### src/rtl/weight_bit_serializer_if.sv
// Handshake bundle between weight/activation fetch, the bit serializer and the bit-serial MAC.
// Purely structural: carries the parallel word in and the framed serial stream out.
interface weight_bit_serializer_if #(
  parameter int W_MAX     = 8,
  parameter int ACT_WIDTH = 16
);
  logic                 in_valid;
  logic                 in_ready;
  logic [W_MAX-1:0]     in_w;
  logic [ACT_WIDTH-1:0] in_act;
  logic [3:0]           in_prec;
  logic                 out_ready;
  logic                 valid;
  logic                 w;
  logic [ACT_WIDTH-1:0] act;
  logic [3:0]           precision;
  logic                 first;
  logic                 last;

  modport master (
    output in_valid, in_w, in_act, in_prec, out_ready,
    input  in_ready, valid, w, act, precision, first, last
  );

  modport slave (
    input  in_valid, in_w, in_act, in_prec, out_ready,
    output in_ready, valid, w, act, precision, first, last
  );
endinterface

### src/rtl/weight_bit_serializer.sv
// 2-deep FIFO of {weight, activation, precision} feeding an MSB-first shifter; MSB appears 2 cycles after push.
// out_ready low freezes every output and blocks pops; in_ready drops when both FIFO entries are full.
module weight_bit_serializer #(
  parameter int W_MAX     = 8,
  parameter int ACT_WIDTH = 16
) (
  input logic                   clk,
  input logic                   rst,
  weight_bit_serializer_if.slave bus
);
  typedef enum logic {IDLE, SHIFT} state_t;

  typedef struct packed {
    logic [W_MAX-1:0]     w;
    logic [ACT_WIDTH-1:0] act;
    logic [3:0]           prec;
  } entry_t;

  entry_t               fifo_q [2];
  entry_t               fifo_d [2];
  logic                 wr_ptr_q, wr_ptr_d;
  logic                 rd_ptr_q, rd_ptr_d;
  logic [1:0]           count_q, count_d;
  state_t               state_q, state_d;
  logic [3:0]           cnt_q, cnt_d;
  logic [W_MAX-1:0]     shreg_q, shreg_d;
  logic                 valid_q, valid_d;
  logic                 first_q, first_d;
  logic                 last_q, last_d;
  logic [ACT_WIDTH-1:0] act_q, act_d;
  logic [3:0]           prec_q, prec_d;

  logic                 push;
  logic                 pop;
  logic                 consume;
  logic [3:0]           prec_clamped;
  entry_t               head;

  assign prec_clamped = (bus.in_prec == 4'd0 || bus.in_prec > 4'(W_MAX)) ? 4'(W_MAX) : bus.in_prec;
  assign bus.in_ready = (count_q != 2'd2);
  assign push         = bus.in_valid && bus.in_ready;
  assign consume      = valid_q && bus.out_ready;
  assign head         = fifo_q[rd_ptr_q];
  // Pop only when the shifter is free or is handing over its last bit this cycle.
  assign pop          = (count_q != 2'd0) && bus.out_ready &&
                        ((state_q == IDLE) || (valid_q && last_q));

  always_comb begin
    fifo_d   = fifo_q;
    wr_ptr_d = wr_ptr_q;
    rd_ptr_d = rd_ptr_q;
    state_d  = state_q;
    cnt_d    = cnt_q;
    shreg_d  = shreg_q;
    valid_d  = valid_q;
    first_d  = first_q;
    last_d   = last_q;
    act_d    = act_q;
    prec_d   = prec_q;

    if (push) begin
      fifo_d[wr_ptr_q] = '{w: bus.in_w, act: bus.in_act, prec: prec_clamped};
      wr_ptr_d         = ~wr_ptr_q;
    end
    count_d = count_q + {1'b0, push} - {1'b0, pop};

    if (pop) begin
      rd_ptr_d = ~rd_ptr_q;
      state_d  = SHIFT;
      cnt_d    = 4'd0;
      // Left-align the word so the MSB sits at the top; unused high bits fall off.
      shreg_d  = head.w << (4'(W_MAX) - head.prec);
      valid_d  = 1'b1;
      first_d  = 1'b1;
      last_d   = (head.prec == 4'd1);
      act_d    = head.act;
      prec_d   = head.prec;
    end else if (consume) begin
      if (last_q) begin
        state_d = IDLE;
        cnt_d   = 4'd0;
        shreg_d = '0;
        valid_d = 1'b0;
        first_d = 1'b0;
        last_d  = 1'b0;
      end else begin
        cnt_d   = cnt_q + 4'd1;
        shreg_d = shreg_q << 1;
        first_d = 1'b0;
        last_d  = ((cnt_q + 4'd1) == (prec_q - 4'd1));
      end
    end
  end

  always_ff @(posedge clk or posedge rst) begin
    if (rst) begin
      fifo_q   <= '{default: '0};
      wr_ptr_q <= 1'b0;
      rd_ptr_q <= 1'b0;
      count_q  <= 2'd0;
      state_q  <= IDLE;
      cnt_q    <= 4'd0;
      shreg_q  <= '0;
      valid_q  <= 1'b0;
      first_q  <= 1'b0;
      last_q   <= 1'b0;
      act_q    <= '0;
      prec_q   <= 4'd0;
    end else begin
      fifo_q   <= fifo_d;
      wr_ptr_q <= wr_ptr_d;
      rd_ptr_q <= rd_ptr_d;
      count_q  <= count_d;
      state_q  <= state_d;
      cnt_q    <= cnt_d;
      shreg_q  <= shreg_d;
      valid_q  <= valid_d;
      first_q  <= first_d;
      last_q   <= last_d;
      act_q    <= act_d;
      prec_q   <= prec_d;
    end
  end

  assign bus.valid     = valid_q;
  assign bus.w         = shreg_q[W_MAX-1];
  assign bus.first     = first_q;
  assign bus.last      = last_q;
  assign bus.act       = act_q;
  assign bus.precision = prec_q;
endmodule

### src/flat_wrapper.sv
// flat-port wrapper written by rule: the top's interface ports become plain ports
module weight_bit_serializer_flat 
#(
  parameter int W_MAX     = 8,
  parameter int ACT_WIDTH = 16
)
  (clk, rst, bus_in_valid, bus_in_w, bus_in_act, bus_in_prec, bus_out_ready, bus_in_ready, bus_valid, bus_w, bus_act, bus_precision, bus_first, bus_last);
  weight_bit_serializer_if #(.W_MAX(W_MAX), .ACT_WIDTH(ACT_WIDTH)) bus_i ();
  input logic clk;
  input logic rst;
  input wire logic [$bits(bus_i.in_valid)-1:0] bus_in_valid;
  input wire logic [$bits(bus_i.in_w)-1:0] bus_in_w;
  input wire logic [$bits(bus_i.in_act)-1:0] bus_in_act;
  input wire logic [$bits(bus_i.in_prec)-1:0] bus_in_prec;
  input wire logic [$bits(bus_i.out_ready)-1:0] bus_out_ready;
  output wire logic [$bits(bus_i.in_ready)-1:0] bus_in_ready;
  output wire logic [$bits(bus_i.valid)-1:0] bus_valid;
  output wire logic [$bits(bus_i.w)-1:0] bus_w;
  output wire logic [$bits(bus_i.act)-1:0] bus_act;
  output wire logic [$bits(bus_i.precision)-1:0] bus_precision;
  output wire logic [$bits(bus_i.first)-1:0] bus_first;
  output wire logic [$bits(bus_i.last)-1:0] bus_last;
  assign bus_i.in_valid = bus_in_valid;
  assign bus_i.in_w = bus_in_w;
  assign bus_i.in_act = bus_in_act;
  assign bus_i.in_prec = bus_in_prec;
  assign bus_i.out_ready = bus_out_ready;
  assign bus_in_ready = bus_i.in_ready;
  assign bus_valid = bus_i.valid;
  assign bus_w = bus_i.w;
  assign bus_act = bus_i.act;
  assign bus_precision = bus_i.precision;
  assign bus_first = bus_i.first;
  assign bus_last = bus_i.last;
  weight_bit_serializer #(.W_MAX(W_MAX), .ACT_WIDTH(ACT_WIDTH)) u_core (.clk(clk), .rst(rst), .bus(bus_i));
endmodule
### config.mk
export PLATFORM = sky130hd
export DESIGN_NAME = weight_bit_serializer_flat
export DESIGN_NICKNAME = d
export VERILOG_FILES = /design/src/rtl/weight_bit_serializer_if.sv /design/src/rtl/weight_bit_serializer.sv /design/src/flat_wrapper.sv
export SDC_FILE = /design/constraint.sdc
export NUM_CORES = 1
export LEC_CHECK = 0
export ABC_CLOCK_PERIOD_IN_PS = 9100
export CAP_MARGIN = 20
export CORE_MARGIN = 5
export CORE_UTILIZATION = 50
export CTS_BUF_LIST = sky130_fd_sc_hd__clkbuf_8
export CTS_CLUSTER_SIZE = 8
export DETAILED_ROUTE_END_ITERATION = 8
export GPL_TIMING_DRIVEN = 0
export PLACE_DENSITY = 0.73
export SLEW_MARGIN = 0
export SYNTH_ARGS = -nofsm -noshare
export SYNTH_HDL_FRONTEND = slang
export SYNTH_SLANG_ARGS = --single-unit
export TNS_END_PERCENT = 10
### constraint.sdc
create_clock -name clk -period 9.1 [get_ports clk]
set_clock_uncertainty 0.1 [all_clocks]
set_input_delay 0.91 -clock clk [delete_from_list [all_inputs] [get_ports clk]]
set_output_delay 0.91 -clock clk [all_outputs]
set_load 0.005 [all_outputs]
* Word level (Yosys, flattened, before mapping)
Index checks and enable logic that the tools add are counted. W data, S select, Z words.
Cells by class: shift operators 1, order comparisons 4, $mul 0, divide/modulo/power cells 0, $add $sub $neg 5, reduce and logical (&&, ||, !) cells 13, equality and inequality tests 3, bitwise gates (word level) 5, multiplexer cells 21
Operators by type and width (count):
- $mux W28 | 4
- $bwmux W56 | 1
- $demux W28 S1 | 1
- $mux W8 | 3
- $mux W4 | 4
- $mux W1 | 8
- $shl A8 B4 Y8 | 1
- $logic_and A1 B1 Y1 | 6
- $reduce_bool A2 Y1 | 3
- $add A4 B1 Y4 const B | 1
- $eq A4 B1 Y1 const B | 1
- $eq A4 B4 Y1 | 1
- $ge A2 B2 Y1 const B | 2
- $gt A4 B4 Y1 const B | 1
- $logic_not A4 Y1 | 1
- $not A1 Y2 | 2
- $sub A4 B1 Y4 const B | 1
- $sub A4 B4 Y4 const A | 1
- $not A1 Y1 | 3
- $add A2 B1 Y2 | 1
- $logic_or A1 B1 Y1 | 2
- $lt A2 B1 Y1 const B | 1
- $ne A2 B2 Y1 const B | 1
- $reduce_and A2 Y1 | 1
- $sub A2 B1 Y2 | 1
Word-level totals: ROM bits 0, logic and storage cells 68, output and inout bits 25, bits in latches 0, bits in writable memories 0, bits in registers 95, memories 0

* Longest topological paths before layout
Gate-level depths: netlist of run 1.
word-level depth 7, mapped depth 10

* Worst setup path before layout of run 1
Ideal clock, no wire load.
path kind input port to flip-flop, start point in bus_out_ready, end point reg u_core.count_q[1], slack 6.526 ns, stages 8, arrival time 2.394 ns, path buffers 1, path through o21ai_0 > nor2_1 > clkbuf_1 > ha_1 > inv_1 > ha_1 > xnor2_1 > xnor2_1
On the way: word-level cells in the longest chain between the ends 3
RTL lines:
- start, declared | RTL line flat_wrapper.sv:15 | input wire logic [$bits(bus_i.out_ready)-1:0] bus_out_ready;
- $logic_and A1 B1 Y1 (2 in series) | RTL line weight_bit_serializer.sv:45 | assign pop = (count_q != 2'd0) && bus.out_ready &&
- $sub A2 B1 Y2 | RTL line weight_bit_serializer.sv:65 | count_d = count_q + {1'b0, push} - {1'b0, pop};
- via u_core.count_d[1] | RTL line weight_bit_serializer.sv:23 | logic [1:0] count_q, count_d;
- end signal, assigned | RTL line weight_bit_serializer.sv:113 | count_q <= count_d;
- end, declared | RTL line weight_bit_serializer.sv:23
The timed path passes the listed nets, and every way through them passes these cells. A chain may end at the register's enable or synchronous reset.

* Worst setup path in the final report of run 1
Same ends and word-level chain as after synthesis.

==> impl_metrics.tcl, run 1 <==
set metrics [dict create \
    outcome "finished clean" \
    cap_viol_max_count 0 \
    fin_nets 540 \
    hpwl_um 7180 \
    ys_async_sr_fraction_pct 100.0 \
    slew_viol_final 0 \
    pin_count 57 \
    instances_no_fill 615 \
    cts_max_path_buffers 2 \
    cts_hold_buf 0 \
    powerDensity_mw_per_mm2 371.5 \
    cts.sinks 95 \
    slowest_delay_ns 0.58 \
    crit_chain "clkdlybuf4s50_1, o21ai_0, nor2_1, clkbuf_1, ha_1, inv_1, ha_1, xnor2_1, xnor2_1" \
    synth-warning-count 0 \
    coreArea_mm2 0.008721 \
    peakVddDrop_v 0.0001637 \
    ys_ff_latch 95 \
    grt_max_degree 70 \
    port_buffers 56 \
    combPwrFrac_pct 48.2 \
    setup_tns_ns 0 \
    netlist_instances 434 \
    mappedNetlistArea_mm2 0.004481 \
    yosys-top-cells-area "dfrtp_1 53%, nand2_1 8.4%, mux2_2 7.8%" \
    hold_violations 0 \
    cts_root_buf "clkbuf_8" \
    p_sw_mw 0.7916 \
    die_w_um 104.7 \
    synthFlopType "dfrtp_1" \
    crit_family "buffers and inverters" \
    min_period_over_period_pct 36.30 \
    syn_nets 472 \
    cp_data_required_time_ns 9.28 \
    synth_top_area_cell "dfrtp_1" \
    dpl.cell_count 599 \
    rows 34 \
    p_sw_share_pct 39.49 \
    cts.clk_slew.worst_paths_ns 0.09 \
    worstPathBufferInverterCount 3 \
    start_util_pct 51.38 \
    finalCriticalPeriod_ns 3.303 \
    p_clk_share_pct 13.2 \
    rsz0062_at_grt "no" \
    synth-seq-area-share_pct 53.06 \
    max_freq_mhz 302.8 \
    wl_per_cell_um 15.93 \
    grt_pass1_vias 3558 \
    max-slew-margin-rel_pct 49.95 \
    synth_area_per_cell_um2 10.32 \
    grt_overflow_total 0 \
    grt_pass1_wl_um 17020 \
    syn_to_final_growth_pct 20.44 \
    post-route-util_pct 61.88 \
    antenna_found_initial 0 \
    start_kind "input pin" \
    internal_power_mw 1.213 \
    grt.total_usage_pct 18.83 \
    yosysMostFrequentCell "nand2_1" \
    cts_resized 0 \
    p_seq_share_pct 38.6 \
    die_area_mm2 0.01095 \
    drt_iter0_drc 126 \
    drcViolationCount 0 \
    hold_path_class "reg -> reg" \
    static-leakage-power_nw 2.458 \
    setup_viol 0 \
    firstDrtPassIters 4 \
    antenna_cells 0 \
    worstSkewPairLatency_ns 0.37 \
    synth.distinct_cells 41 \
    path_max_fanout 10 \
    synth_edf_count 0 \
    post_dp_cell_area_mm2 0.005206 \
    synth_commonest_cells "100 x nand2_1, 95 x dfrtp_1, 33 x mux2i_1" \
    ant_nets 0 \
    gp_congestion 0.8769 \
    die_h_um 104.7 \
    wirelength_um 9795 \
    vias 3326 \
    drive_gt1_share_pct 12.03 \
    cpMaxStageDelayCell "nor2_1" \
    arrival_ns 3.49 \
    end_kind "flop" \
    final_area_mm2 0.005396 \
    worstMarginPinSlew_ns 0.7443 \
    crit_type "in -> reg" \
    tritoncts "built" \
    cts_made_buffers 9 \
    postCtsSetupBuffers 0 \
    htreeDepth 3 \
    power_mw 2.005 \
    vias_per_cell 5.408 \
    synth_top_cell_area_share_pct 53.06 \
]
worst reg2reg max path: stages (launching register included):
cell,delay (ns)
dfrtp_1,0.36
buf_6,0.13
buf_2,0.23
buf_4,0.26
mux2i_1,0.39
ha_1,0.35
xnor2_2,0.21
mux4_2,0.56
mux2i_1,0.19
o21ai_1,0.08
cell type report:
cell class	count	area, um^2
clock inverter	7	66.31
fill	713	3324
multi-input combinational	305	1959
timing repair buffer	57	588.1
buffer	22	98.84
sequential	95	2377
tap	108	135.1
clock buffer	9	123.9
inverter	12	47.55
routing by layer:
| layer | vias to the layer above | share of wire, % | GRT usage [%] |
|---|---|---|---|
| met5 | - | 0 | 0 |
| met4 | 0 | 1.1 | 7.580 |
| met3 | 8 | 4.5 | 3.946 |
| met2 | 65 | 49 | 29.95 |
| met1 | 1646 | 45 | 25.31 |
| li1 | 1607 | - | - |
power by group through the flow:
stage / clock network, mW / registers, mW / logic, mW
final: 0.265 / 0.774 / 0.966
after global routing: 0.289 / 0.800 / 1.08
after CTS: 0.273 / 0.772 / 0.971
after detailed placement: 0 / 0.781 / 0.962
after global placement: 0 / 0.771 / 0.936
after floorplan: 0 / 0.742 / 0.683
stage by stage:
step | setup slack, ns | hold slack (ns)
2_1_floorplan | 5.613 | 0.3417
3_3_place_gp | 4.257 | 0.3570
3_5_place_dp | 5.435 | 0.3613
4_1_cts | 5.804 | 0.3855
5_1_grt | 5.584 | 0.4149
6_report | 5.797 | 0.3858
layout by cell type (no fill, tap or decap), types with 10 or more instances in the layout:
cell type / n
dfrtp_1: 95
mux2_2: 31
o21ai_0: 19
a21oi_1: 24
nor2_1: 31
clkdlybuf4s50_1: 56
nand2_1: 100
clkbuf_1: 14
mux2i_1: 33
inv_1: 10
cells by family after synthesis:
logic type,Yosys count,share of synthesized area (%)
fa+ha+maj,6,1.675
compound gates,63,8.238
flops,95,53.06
simple gates,155,14.24
xor+xnor,14,2.904
mux,67,16.67
buf+inv,34,3.211
flip-flops by register name (all words and copies together), names as in the netlist:
signal / cells
u_core.fifo_q: 56
u_core.bus.act: 16
u_core.shreg_q: 8
u_core.bus.precision: 4
u_core.cnt_q: 4
u_core.count_q: 2
u_core.bus.first: 1
u_core.bus.last: 1
u_core.rd_ptr_q: 1
u_core.state_q: 1
u_core.wr_ptr_q: 1
worst paths after layout:
path	cells past startpoint	slack [ns]	end	startpoint
max	9	5.80	u_core.count_q[1]	bus_out_ready
min	2	0.39	u_core.fifo_q[55]	u_core.fifo_q[55]
max reg2reg	9	6.13	u_core.shreg_q[7]	u_core.rd_ptr_q
min reg2reg	2	0.39	u_core.fifo_q[55]	u_core.fifo_q[55]
max in group asynchronous	3	7.49	u_core.fifo_q[19]	rst
min in group asynchronous	2	0.76	u_core.fifo_q[25]	rst
No activity file was read; power rests on OpenSTA's default activity.
==> run 2: changes to the inputs <==
Settings changed: ABC_CLOCK_PERIOD_IN_PS 9100 to 2800, PLACE_DENSITY 0.73 to 0.76.
Clock period 9.1 ns to 2.8 ns, I/O delays scaled along.
==> run 2 against run 1 <==
  * Wire length grew 0.53%
  * Combinational power grew to 3.4 times the previous value
  * Total power grew to 3.3 times the previous value
  * Hold slack lost 0.20 ns
  * Final cell count grew 0.16%
  * Largest power group unchanged
  * Sequential power grew to 3.3 times the previous value
  * Cell area grew 1.2%
  * Sequential share of layout area shrank 0.53 points
  * Die area is the same
  * Register-to-register slack lost 6.0 ns
  * Utilization grew 0.76 points
==> impl_metrics.tcl, run 2 (same netlist as run 1, synthesis figures left out) <==
set metrics [dict create \
    r2r-start "u_core.rd_ptr_q" \
    ant_nets 0 \
    largest-register "u_core.fifo_q" \
    static-leakage-power_nw 2.461 \
    port_buffers 56 \
    cts.sinks 95 \
    rsz0062_at_grt "no" \
    n_fill_cell 710 \
    vias 3355 \
    outcome "finished clean" \
    coreArea_mm2 0.008721 \
    peakVddDrop_v 0.0005032 \
    cpMaxStageDelayCell "mux4_2" \
    hold_violations 0 \
    powerDensity_mw_per_mm2 1215 \
    largest_register_ffs 56 \
    antenna_found_initial 0 \
    power_mw 6.636 \
    hpwl_um 7304 \
    cts_root_buf "clkbuf_8" \
    reg2reg_slack_ns 0.18 \
    reg2reg_depth 9 \
    max-slew-margin-rel_pct 49.40 \
    cap_viol_max_count 0 \
    die_area_mm2 0.01095 \
    max_freq_mhz 381.4 \
    setup_viol 0 \
    drcViolationCount 0 \
    finalCriticalPeriod_ns 2.622 \
    grt_max_degree 44 \
    cts.clk_slew.worst_paths_ns 0.09 \
    die_h_um 104.7 \
    rows 34 \
    drt_iter0_drc 198 \
    final_cell_mix "100 x nand2_1, 95 x dfrtp_1, 56 x clkdlybuf4s50_1" \
    grt_pass1_vias 3437 \
    worstReg2RegEnd "u_core.shreg_q[7]" \
    slowest_delay_ns 0.55 \
    fin_nets 541 \
    hold_path_class "in -> async" \
    slew_viol_final 0 \
    wl_per_cell_um 15.99 \
    cp_data_required_time_ns 2.94 \
    htreeDepth 3 \
    cts_hold_buf 0 \
    cts_max_path_buffers 2 \
    die_w_um 104.7 \
    crit_type "reg -> reg" \
    path_max_fanout 10 \
    multi_input_area_mm2 0.002011 \
    post-route-util_pct 62.64 \
    cts_made_buffers 9 \
    firstDrtPassIters 4 \
    vias_per_cell 5.446 \
    antenna_cells 0 \
    pin_count 57 \
    end_kind "flop" \
    min_period_over_period_pct 93.64 \
    syn_to_final_growth_pct 21.92 \
    grt.total_usage_pct 19.08 \
    wirelength_um 9847 \
    worstSkewPairLatency_ns 0.35 \
    grt_overflow_total 0 \
    drive_gt1_share_pct 12.99 \
    layout_commonest_cell "nand2_1" \
    worstMarginPinSlew_ns 0.7525 \
    regArea_mm2 0.002377 \
    gp_congestion 0.8461 \
    tritoncts "built" \
    crit_chain "buf_6, clkbuf_4, buf_8, mux2i_4, ha_4, xnor2_4, mux4_2, mux2i_1, o21ai_1" \
    arrival_ns 2.76 \
    start_util_pct 51.38 \
    grt_pass1_wl_um 17290 \
    start_kind "flop" \
]
[run 2: cell types whose count changed in the layout (fill, tap and decap cells not counted), sizes merged]
cell      change
clkinv        +1
clkbuf        +2
clkinvlp      +1
inv           -3
[run 2: how the worst max path moves through the flow]
| stage | start | to | slack [ns] | cells past startpoint |
|---|---|---|---|---|
| global route | u_core.rd_ptr_q | u_core.shreg_q[7] | 0.03 | 9 |
| detailed placement | bus_out_ready | u_core.count_q[1] | -0.23 | 9 |
| CTS | u_core.rd_ptr_q | u_core.shreg_q[7] | 0.03 | 9 |
| global placement | bus_out_ready | u_core.count_q[1] | -0.17 | 9 |
| finish | u_core.rd_ptr_q | u_core.shreg_q[7] | 0.18 | 9 |
| floorplan | u_core.rd_ptr_q | u_core.shreg_q[7] | 0.30 | 9 |
[run 2: per-layer routing]
layer,up-vias,GRT usage [%],wire [um]
li1,1614,-,-
met1,1662,27.34,4644
met2,68,29.95,4736
met3,11,3.206,322
met4,0,5.936,144
met5,-,0,0
[run 2: metrics by stage]
stage	TNS, ns	setup WS [ns]	std cells	cell area, um^2	hold WS (ns)
after floorplan	0	0.3031	434	4484	0.2854
after global placement	-0.2645	-0.1718	598	5180	0.3564
after detailed placement	-0.4183	-0.2314	600	5220	0.3618
after CTS	0	0.02924	616	5415	0.1880
after global routing	0	0.02657	616	5463	0.2078
final	0	0.1781	616	5463	0.1826
[run 2: report_power, final]
group / leakage, nW / internal [mW] / total [mW] / switching (mW)
sequential: 1.16 / 2.03 / 2.53 / 0.502
clock: 0.0926 / 0.351 / 0.836 / 0.486
combinational: 1.21 / 1.67 / 3.27 / 1.60
total: 2.46 / 4.05 / 6.64 / 2.59
[run 2: critical path, delay by kind of cell (launching register included)]
family | cells | cell delay, ns
AOI/OAI and AO/OA | 1 | 0.07
xor gates and xnor gates | 1 | 0.17
buffers and inverters | 3 | 0.54
muxes | 3 | 1.03
DFF | 1 | 0.35
adders and majority gates | 1 | 0.23
[run 2: layout make-up]
class | instances | share of cell area, %
Buffer | 22 | 1.993
Clock buffer | 10 | 2.519
Clock inverter | 6 | 0.8016
Inverter | 12 | 0.8933
Multi-Input combinational cell | 305 | 36.81
Sequential cell | 95 | 43.52
Tap cell | 108 | 2.474
Timing Repair Buffer | 58 | 10.99
[run 2: what timing repair did]
| item | CTS | global route |
|---|---|---|
| setup buffers | 0 | 0 |
| setup endpoints to repair | 2 | 4 |
| gates cloned | 0 | 0 |
| pin swaps | 0 | 0 |
| gates resized for setup | 4 | 7 |
